$ cat src/rtl/bist_sequencer.sv
// BIST sequencer: on a START rising edge runs SEED -> (SHIFT, CAPTURE) x N_PATTERNS -> UNLOAD -> DONE.
// All outputs are registered decodes of the next state, so they line up with the state register.
module bist_sequencer #(
  parameter int CHAIN_LEN   = 5,
  parameter int N_PATTERNS  = 100,
  parameter int SEED_CYCLES = 2,
  parameter int CNT_W       = 8
) (
  input  logic             clk,
  input  logic             rst,
  input  logic             start,
  output logic             scan_en,
  output logic             seed,
  output logic             capture,
  output logic             running,
  output logic             finish,
  output logic             bist_end,
  output logic [CNT_W-1:0] pattern_cnt
);

  localparam int PH_MAX = (CHAIN_LEN > SEED_CYCLES) ? CHAIN_LEN : SEED_CYCLES;
  localparam int PH_W   = (PH_MAX > 1) ? $clog2(PH_MAX) : 1;
  localparam logic [PH_W-1:0]  SEED_LOAD  = PH_W'(SEED_CYCLES - 1);
  localparam logic [PH_W-1:0]  CHAIN_LOAD = PH_W'(CHAIN_LEN - 1);
  localparam logic [CNT_W-1:0] N_PAT      = CNT_W'(N_PATTERNS);

  typedef enum logic [2:0] {
    S_IDLE, S_SEED, S_SHIFT, S_CAPTURE, S_UNLOAD, S_DONE
  } state_t;

  state_t           state;
  state_t           state_next;
  logic [PH_W-1:0]  phase_cnt;
  logic [PH_W-1:0]  phase_next;
  logic [CNT_W-1:0] cnt_next;
  logic             start_q;
  logic             armed;
  logic             start_edge;

  // armed stays low after reset until START is seen low, so a START held
  // across reset release is not mistaken for a fresh request.
  assign start_edge = start & ~start_q & armed;

  always_comb begin
    state_next = state;
    phase_next = phase_cnt;
    cnt_next   = pattern_cnt;
    case (state)
      S_IDLE: begin
        if (start_edge) begin
          state_next = S_SEED;
          phase_next = SEED_LOAD;
          cnt_next   = '0;
        end
      end
      S_SEED: begin
        if (phase_cnt == '0) begin
          state_next = S_SHIFT;
          phase_next = CHAIN_LOAD;
        end else begin
          phase_next = phase_cnt - PH_W'(1);
        end
      end
      S_SHIFT: begin
        if (phase_cnt == '0) begin
          state_next = S_CAPTURE;
          phase_next = '0;
        end else begin
          phase_next = phase_cnt - PH_W'(1);
        end
      end
      S_CAPTURE: begin
        if (pattern_cnt != N_PAT) begin
          cnt_next = pattern_cnt + CNT_W'(1);
        end
        state_next = (cnt_next == N_PAT) ? S_UNLOAD : S_SHIFT;
        phase_next = CHAIN_LOAD;
      end
      S_UNLOAD: begin
        if (phase_cnt == '0) begin
          state_next = S_DONE;
          phase_next = '0;
        end else begin
          phase_next = phase_cnt - PH_W'(1);
        end
      end
      S_DONE: begin
        if (!start) begin
          state_next = S_IDLE;
        end
      end
      default: begin
        state_next = S_IDLE;
        phase_next = '0;
      end
    endcase
  end

  always_ff @(posedge clk or posedge rst) begin
    if (rst) begin
      state       <= S_IDLE;
      phase_cnt   <= '0;
      pattern_cnt <= '0;
      start_q     <= 1'b0;
      armed       <= 1'b0;
      seed        <= 1'b0;
      scan_en     <= 1'b0;
      capture     <= 1'b0;
      running     <= 1'b0;
      finish      <= 1'b0;
      bist_end    <= 1'b0;
    end else begin
      state       <= state_next;
      phase_cnt   <= phase_next;
      pattern_cnt <= cnt_next;
      start_q     <= start;
      armed       <= armed | ~start;
      seed        <= (state_next == S_SEED);
      scan_en     <= (state_next == S_SHIFT) || (state_next == S_UNLOAD);
      capture     <= (state_next == S_CAPTURE);
      running     <= (state_next != S_IDLE) && (state_next != S_DONE);
      finish      <= (state_next == S_DONE) && (state != S_DONE);
      bist_end    <= (state_next == S_DONE);
    end
  end

endmodule

$ cat config.mk
export PLATFORM = sky130hd
export DESIGN_NAME = bist_sequencer
export DESIGN_NICKNAME = d
export VERILOG_FILES = /design/src/rtl/bist_sequencer.sv
export SDC_FILE = /design/constraint.sdc
export NUM_CORES = 1
export LEC_CHECK = 0
export BUFFER_PORTS_ARGS = -buffer_cell sky130_fd_sc_hd__buf_4
export CAP_MARGIN = 25
export CORE_ASPECT_RATIO = 0.7
export CORE_MARGIN = 3
export CORE_UTILIZATION = 38
export CTS_BUF_LIST = sky130_fd_sc_hd__clkbuf_16
export DETAILED_ROUTE_END_ITERATION = 7
export PLACE_DENSITY = 0.64
export REMOVE_ABC_BUFFERS = 1
export SLEW_MARGIN = 10
export SYNTH_ARGS = -nofsm -noshare
export SYNTH_HDL_FRONTEND = slang
export SYNTH_SLANG_ARGS = --single-unit
export TNS_END_PERCENT = 1
$ cat constraint.sdc
create_clock -name clk -period 3 [get_ports clk]
set_clock_uncertainty 0.1 [all_clocks]
set_input_delay 0.6 -clock clk [delete_from_list [all_inputs] [get_ports clk]]
set_output_delay 0.6 -clock clk [all_outputs]
set_load 0.005 [all_outputs]
==> Implementation_results.wiki, run 1 <==
{| class="wikitable"
! Metric !! Value
|-
| Post-cts resize count || 0
|-
| Number of max-cap violations || 0
|-
| Share of flip-flops with an asynchronous set or reset || between 90% and 100%
|-
| Peak ir drop on the vdd network || 0.3572 mV
|-
| CTS clk-pin slew, worst paths || approximately 0.05 ns
|-
| Number of H-tree branching levels || 1
|-
| Post-synthesis sequential area ratio || 40.44%
|-
| Die Ht || 56.08 um
|-
| Dominant cells by area after synthesis || dfrtp_1 40%, a21oi_1 4.4%, ha_1 3.7%, o21ai_0 3.7%, nand2b_1 2.8%
|-
| Core region area || approximately 3300 sq um
|-
| Drt pass-1 iters || 6
|-
| Area share of the largest cell type after synthesis || 40.44%
|-
| Max_slew headroom || 45.03%
|-
| Area overhead of the layout relative to synthesis || 14.61%
|-
| Remaining antenna violation count || 0
|-
| Largest fanout of any net on the critical path || 7
|-
| Flop and latch count out of synthesis || 22
|-
| RSZ-0062 raised after global routing || no
|-
| Global-route wire length before repair || 4533 um
|-
| Clock Sinks || 22
|-
| Area after DPL || 1481 sq um
|-
| Kind of start point of the critical path || register
|-
| Via count of the first global-routing pass || 990
|-
| Initial drt markers || 86
|-
| Maximum buffer depth of the clock tree || 2
|-
| Hold Vio Cnt, Final || 0
|-
| Antenna Diode Count || 0
|-
| CP required || around 3.0 ns
|-
| Area occupied by registers || 550.5 sq um
|-
| Cells after DPL || 199
|-
| TritonCTS clock tree || yes
|-
| Signal arrival time at the worst endpoint || 2.11 ns
|-
| Largest net degree at the start of global routing || 24
|-
| Number of antenna violations at the first check in global routing || 0
|-
| Die area || 4348 sq um
|-
| Most instantiated cells after synthesis || 22 x dfrtp_1, 12 x a21oi_1, 10 x o21ai_0
|-
| Worst skew pair latency || 0.25 ns
|-
| Netlist area before placement || 1361 sq um
|-
| Post-CTS Setup Inserts || 0
|-
| Number of design rule violations left after detail routing || 0
|-
| Worst Hold Class || register to register
|-
| Final slew viol count || 0
|-
| Number of fillers in the final layout || about 310
|-
| Buffer cell driving the clock tree root || clkbuf_16
|-
| Final non-filler cell area || 1560 sq um
|-
| Actual slew at the worst max-slew pin || approximately 0.82 ns
|-
| Post-synth EDFFs || 0
|-
| Multi-input gate area in the final layout || 721.9 sq um
|-
| Number of buffers added to fix hold violations after cts || 0
|-
| Most used flip-flop cell after synthesis || dfrtp_1
|-
| Residual overflow from global routing || 0
|-
| Number of buffers inserted during clock tree synthesis || 3
|-
| Setup TNS Final || 0 ns
|-
| Total wire length || 2655 um
|-
| Total global routing track utilization || roughly 13%
|-
| DR vias || 1098
|-
| Top-count cell post-synth || dfrtp_1
|-
| Horizontal extent of the die || 77.54 um
|-
| Cell leakage power || 0.0006868 uW
|-
| Worst slack at placement || 0.9067 ns
|-
| Placement row count || 17
|-
| Boundary pin count || 17
|-
| Starting density of the core || 41.29%
|-
| Input/output buffers || 16
|-
| Final worst path period need || 2.108 ns
|-
| Final number of setup-violating endpoints || 0
|-
| Power density cells || 890.6 nW/um^2
|-
| Layout cells sized above 1 || roughly 18%
|-
| Class of the most critical setup path || register to register
|-
| Cell accounting for the most synthesized area || dfrtp_1
|-
| Number of vias per cell || around 5.4
|-
| Final standard cell count with taps included and fillers excluded || 203
|-
| Maximum frequency from static timing analysis || 474.5 MHz
|-
| Result of the run || complete, no violations
|-
| Critical Path Sink Type || register
|-
| Syn Area/Cell || around 9 sq um
|-
| Post-route fraction of the period consumed by the critical path || around 70%
|-
| Synth warn || 0
|-
| Routability Congestion || approximately 0.88
|-
| Post-detail-place hpwl || around 1900 um
|-
| PnR worst setup slack || between 0.8 and 0.9 ns
|-
| Post-Synthesis Cells || 147
|-
| Mean routed wirelength per cell || ~13 um
|-
| Number of library cell types mapped by synthesis || 48
|-
| Layout Nets || 164
|}
-- sequential cells by signal (all words and copies together) (netlist names) --
register and count:
armed 1, bist_end 1, state 3, capture 1, seed 1, scan_en 1, running 1, pattern_cnt 8
finish 1, phase_cnt 3, start_q 1
-- routing by layer --
layer / global-route usage [%] / vias up / wire, um
li1: - / 548 / -
met1: 17.37 / 523 / 1355
met2: 20.30 / 25 / 1182
met3: 3.560 / 2 / 101
met4: 2.284 / 0 / 15
met5: 0 / - / 0
-- worst max-delay path, stage by stage, from the launching register on --
cell      delay [ns]
dfrtp_1         0.45
inv_1           0.11
ha_1            0.19
nand3b_4        0.08
nor4_2          0.41
nor2_1          0.16
nor4_4          0.32
a311oi_1        0.13
-- final timing paths --
kind                                 from             end  slack, ns  depth (start not counted)
setup / recovery           pattern_cnt[0]        state[1]       0.89                          7
hold / removal                      armed           armed       0.36                          1
hold reg to reg                     armed           armed       0.36                          1
min in group asynchronous             rst  pattern_cnt[6]       0.41                          2
max in group asynchronous             rst        state[0]       1.87                          2
setup reg to reg           pattern_cnt[0]        state[1]       0.89                          7
-- cell type report --
cell class,count,share of cell area (%)
timing repair buffer,17,8.180
clock buffer,3,4.812
sequential,22,35.28
multi-input combinational,107,46.27
inverter,6,1.443
tap,47,3.769
clock inverter,1,0.2406
-- cell usage in the layout, fill, tap and decap left out, types with 3 or more instances in the layout --
| master | n |
|---|---|
| nand2_1 | 9 |
| and2_1 | 3 |
| a21oi_1 | 12 |
| o31ai_1 | 5 |
| dfrtp_1 | 22 |
| clkbuf_16 | 3 |
| ha_1 | 4 |
| o22ai_1 | 3 |
| nand2b_1 | 6 |
| o21ai_0 | 10 |
| inv_1 | 6 |
| nand3_1 | 4 |
| buf_4 | 17 |
| xnor2_1 | 4 |
| nor3_1 | 3 |
| nor2_1 | 9 |
-- logic make-up after synthesis --
| kind of cell | after synthesis | share of synthesized area (%) |
|---|---|---|
| simple gates | 52 | 23.71 |
| mux | 2 | 1.471 |
| compound gates | 42 | 19.58 |
| xor+xnor | 6 | 3.860 |
| flops | 22 | 40.44 |
| fa+ha+maj | 5 | 4.412 |
| buf+inv | 18 | 6.526 |
-- power by group --
group | switching [uW] | leakage [uW] | total [uW] | internal (uW)
logic | 320 | 0.000372 | 613 | 294
registers | 124 | 0.000276 | 499 | 375
clock network | 99.3 | 0.0000385 | 277 | 178
total | 543 | 0.000687 | 1390 | 846
-- metrics by stage --
step	hold WS, ns	utilization (%)	power, uW
after floorplan	0.3258	-	918.9
after global placement	0.3422	44.93	1101
after detailed placement	0.3452	44.93	1115
after CTS	0.3627	47.32	1402
after global routing	0.3842	47.32	1495
final	0.3590	47.32	1390
Power figures use the tool's default switching activity.
==> run 2: changes to the inputs <==
- clock period: 3 -> 2.1 ns (I/O delays scaled with it)
==> run 2 against run 1 <==
Effect of this change:
- non-clock buffer count grew 8
- critical endpoint unchanged
- critical path type unchanged
- sequential power grew 40%
- sequential share of layout area shrank 1.5 points
- total power grew 48%
- highest routed layer unchanged
==> Implementation_results.wiki, run 2 (synthesis gave the netlist of run 1 again) <==
{| class="wikitable"
! Metric !! Value
|-
| Initial drt markers || 156 (was 86)
|-
| Number of buffers added to fix hold violations after cts || 0 (unchanged)
|-
| Worst Hold Class || input port to async pin (was register to register)
|-
| Part of the total power dissipated in sequential elements || 33.9% (was 35.9%)
|-
| Post-layout util || 49.41% (was 47.32%)
|-
| Registers with the most flip-flops || pattern_cnt: 8 flops, phase_cnt: 3 flops, state: 3 flops (unchanged)
|-
| Remaining antenna violation count || 0 (unchanged)
|-
| Actual slew at the worst max-slew pin || 0.3982 ns (was 0.8236 ns)
|-
| Buffer cell driving the clock tree root || clkbuf_16 (unchanged)
|-
| WL met3 || 124 um (was 101 um)
|-
| Clock Sinks || 22 (unchanged)
|-
| Number of design rule violations left after detail routing || 0 (unchanged)
|-
| Total length of routed met2 wires || 1258 um (was 1182 um)
|-
| Cell leakage power || 0.0007272 uW (was 0.0006868 uW)
|-
| DR vias || 1147 (was 1098)
|-
| Total wire length || 2831 um (was 2655 um)
|-
| Starting density of the core || 41.29% (unchanged)
|-
| Drt pass-1 iters || 4 (was 6)
|-
| CP required || 2.13 ns (was 3.00 ns)
|-
| Signal arrival time at the worst endpoint || 1.99 ns (was 2.11 ns)
|-
| Die area || 4348 sq um (unchanged)
|-
| Switching share of power || 39.28% (was 39.09%)
|-
| Maximum frequency from static timing analysis || 510.1 MHz (was 474.5 MHz)
|-
| Placement row count || 17 (unchanged)
|-
| Commonest non-fill, non-tap cells in the layout || 25 x buf_4, 22 x dfrtp_1, 12 x a21oi_1, 10 x o21ai_0 (was 22 x dfrtp_1, 17 x buf_4, 12 x a21oi_1, 10 x o21ai_0)
|-
| Setup TNS Final || 0 ns (unchanged)
|-
| Critical Path Sink Type || register (unchanged)
|-
| Number of max-cap violations || 0 (unchanged)
|-
| Input/output buffers || 16 (unchanged)
|-
| Peak ir drop on the vdd network || 0.4796 mV (was 0.3572 mV)
|-
| RSZ-0062 raised after global routing || no (unchanged)
|-
| Die Ht || 56.08 um (unchanged)
|-
| Hold Vio Cnt, Final || 0 (unchanged)
|-
| Largest net degree at the start of global routing || 23 (was 24)
|-
| Final non-filler cell area || 1629 sq um (was 1560 sq um)
|-
| Antenna Diode Count || 0 (unchanged)
|-
| Number of H-tree branching levels || 1 (unchanged)
|-
| Cell internal pwr || 1252 uW (was 846.4 uW)
|-
| Post-CTS Setup Inserts || 0 (unchanged)
|-
| Share of total power in combinational logic || 46.5% (was 44.1%)
|-
| Area overhead of the layout relative to synthesis || 19.67% (was 14.61%)
|-
| Number of antenna violations at the first check in global routing || 0 (unchanged)
|-
| Mean routed wirelength per cell || 13.42 um (was 13.08 um)
|-
| Class of the most critical setup path || register to register (unchanged)
|-
| Total global routing track utilization || 14.42% (was 12.72%)
|-
| Final worst path period need || 1.961 ns (was 2.108 ns)
|-
| Boundary pin count || 17 (unchanged)
|-
| CTS clk-pin slew, worst paths || 0.06 ns (was 0.05 ns)
|-
| Layout Nets || 172 (was 164)
|-
| Global-route wire length before repair || 5078 um (was 4533 um)
|-
| Final slew viol count || 0 (unchanged)
|-
| Number of buffers inserted during clock tree synthesis || 3 (unchanged)
|-
| Worst skew pair latency || 0.25 ns (about the same)
|-
| Max_slew headroom || 73.45% (was 45.03%)
|-
| Routability Congestion || 0.8437 (was 0.8804)
|-
| Power density cells || 1266 nW/um^2 (was 890.6 nW/um^2)
|-
| Final number of setup-violating endpoints || 0 (unchanged)
|-
| Post-detail-place hpwl || 2056 um (was 1906 um)
|-
| Result of the run || complete, no violations (unchanged)
|-
| Worst reg2reg path depth || 6 (was 7)
|-
| Post-route fraction of the period consumed by the critical path || 93.36% (was 70.25%)
|-
| Core region area || 3297 sq um (unchanged)
|-
| Layout cells sized above 1 || 21.95% (was 17.95%)
|-
| Max reg flops || 8 (unchanged)
|-
| Number of fillers in the final layout || 311 (was 314)
|-
| Wire length on met1 || 1413 um (was 1355 um)
|-
| Number of vias per cell || 5.436 (was 5.409)
|-
| Reg with most FFs || pattern_cnt (unchanged)
|-
| Horizontal extent of the die || 77.54 um (unchanged)
|-
| Residual overflow from global routing || 0 (unchanged)
|-
| Most common cell after layout, fill and taps aside || buf_4 (was dfrtp_1)
|-
| Relative contribution of the clock network to total power || 19.6% (was 19.9%)
|-
| Kind of start point of the critical path || register (unchanged)
|-
| TritonCTS clock tree || yes (unchanged)
|-
| Uppermost layer routed || met4 (unchanged)
|-
| Largest fanout of any net on the critical path || 6 (was 7)
|-
| Via count of the first global-routing pass || 1100 (was 990)
|-
| Maximum buffer depth of the clock tree || 2 (unchanged)
|-
| Net Sw Power || 810.0 uW (was 543.2 uW)
|-
| Area after DPL || 1541 sq um (was 1481 sq um)
|}
## run 2: changes by cell type in the layout (fill, tap and decap cells not counted), sizes merged
cell,change
buf,+8
## run 2: stage by stage
step / setup slack [ns] / hold WS, ns / std cells / total power (uW)
floorplan: 0.1662 / 0.3092 / 135 / 1313
global placement: 0.2233 / 0.3426 / 207 / 1635
detailed placement: 0.06877 / 0.3473 / 207 / 1648
CTS: 0.06096 / 0.1153 / 211 / 2066
global route: 0.01923 / 0.1412 / 211 / 2240
finish: 0.1394 / 0.1045 / 211 / 2062
## run 2: critical path: stages (launching register included)
cell,delay [ns]
dfrtp_1,0.41
inv_1,0.08
ha_1,0.29
a31o_2,0.22
a221o_1,0.30
nor4_4,0.31
a311oi_1,0.13
## run 2: path summary, 6_finish.rpt
path,startpoint,to,slack [ns]
hold / removal,rst,state[1],0.10
hold reg to reg,armed,armed,0.36
setup reg to reg,pattern_cnt[1],state[1],0.14
setup / recovery,pattern_cnt[1],state[1],0.14
min in group clk,start,start_q,0.21
max in group asynchronous,rst,phase_cnt[1],1.57
## run 2: layout make-up
class | count | area (sq um) | share of cell area, %
multi-input combinational | 107 | 730.7 | 44.85
sequential | 22 | 550.5 | 33.79
timing repair buffer | 25 | 187.7 | 11.52
clock buffer | 3 | 75.07 | 4.608
tap | 47 | 58.81 | 3.610
inverter | 6 | 22.52 | 1.382
clock inverter | 1 | 3.754 | 0.2304
## run 2: metal layers
metal  vias up  GRT usage (%)
met5         -              0
met4         0          4.569
met3         4          3.560
met2        35          20.91
met1       549          20.88
li1        559              -
## run 2: power by group through the flow
stage / clock, uW / combinational (uW) / sequential [uW]
6_report: 404 / 959 / 699
5_1_grt: 428 / 1080 / 728
4_1_cts: 415 / 957 / 694
3_5_place_dp: 0 / 946 / 702
3_3_place_gp: 0 / 935 / 700
2_1_floorplan: 0 / 602 / 711
## run 2: what timing repair did
item	CTS	global route
endpoints found under the hold margin	0	0
endpoints found under the setup margin	0	2
resized for setup	0	1
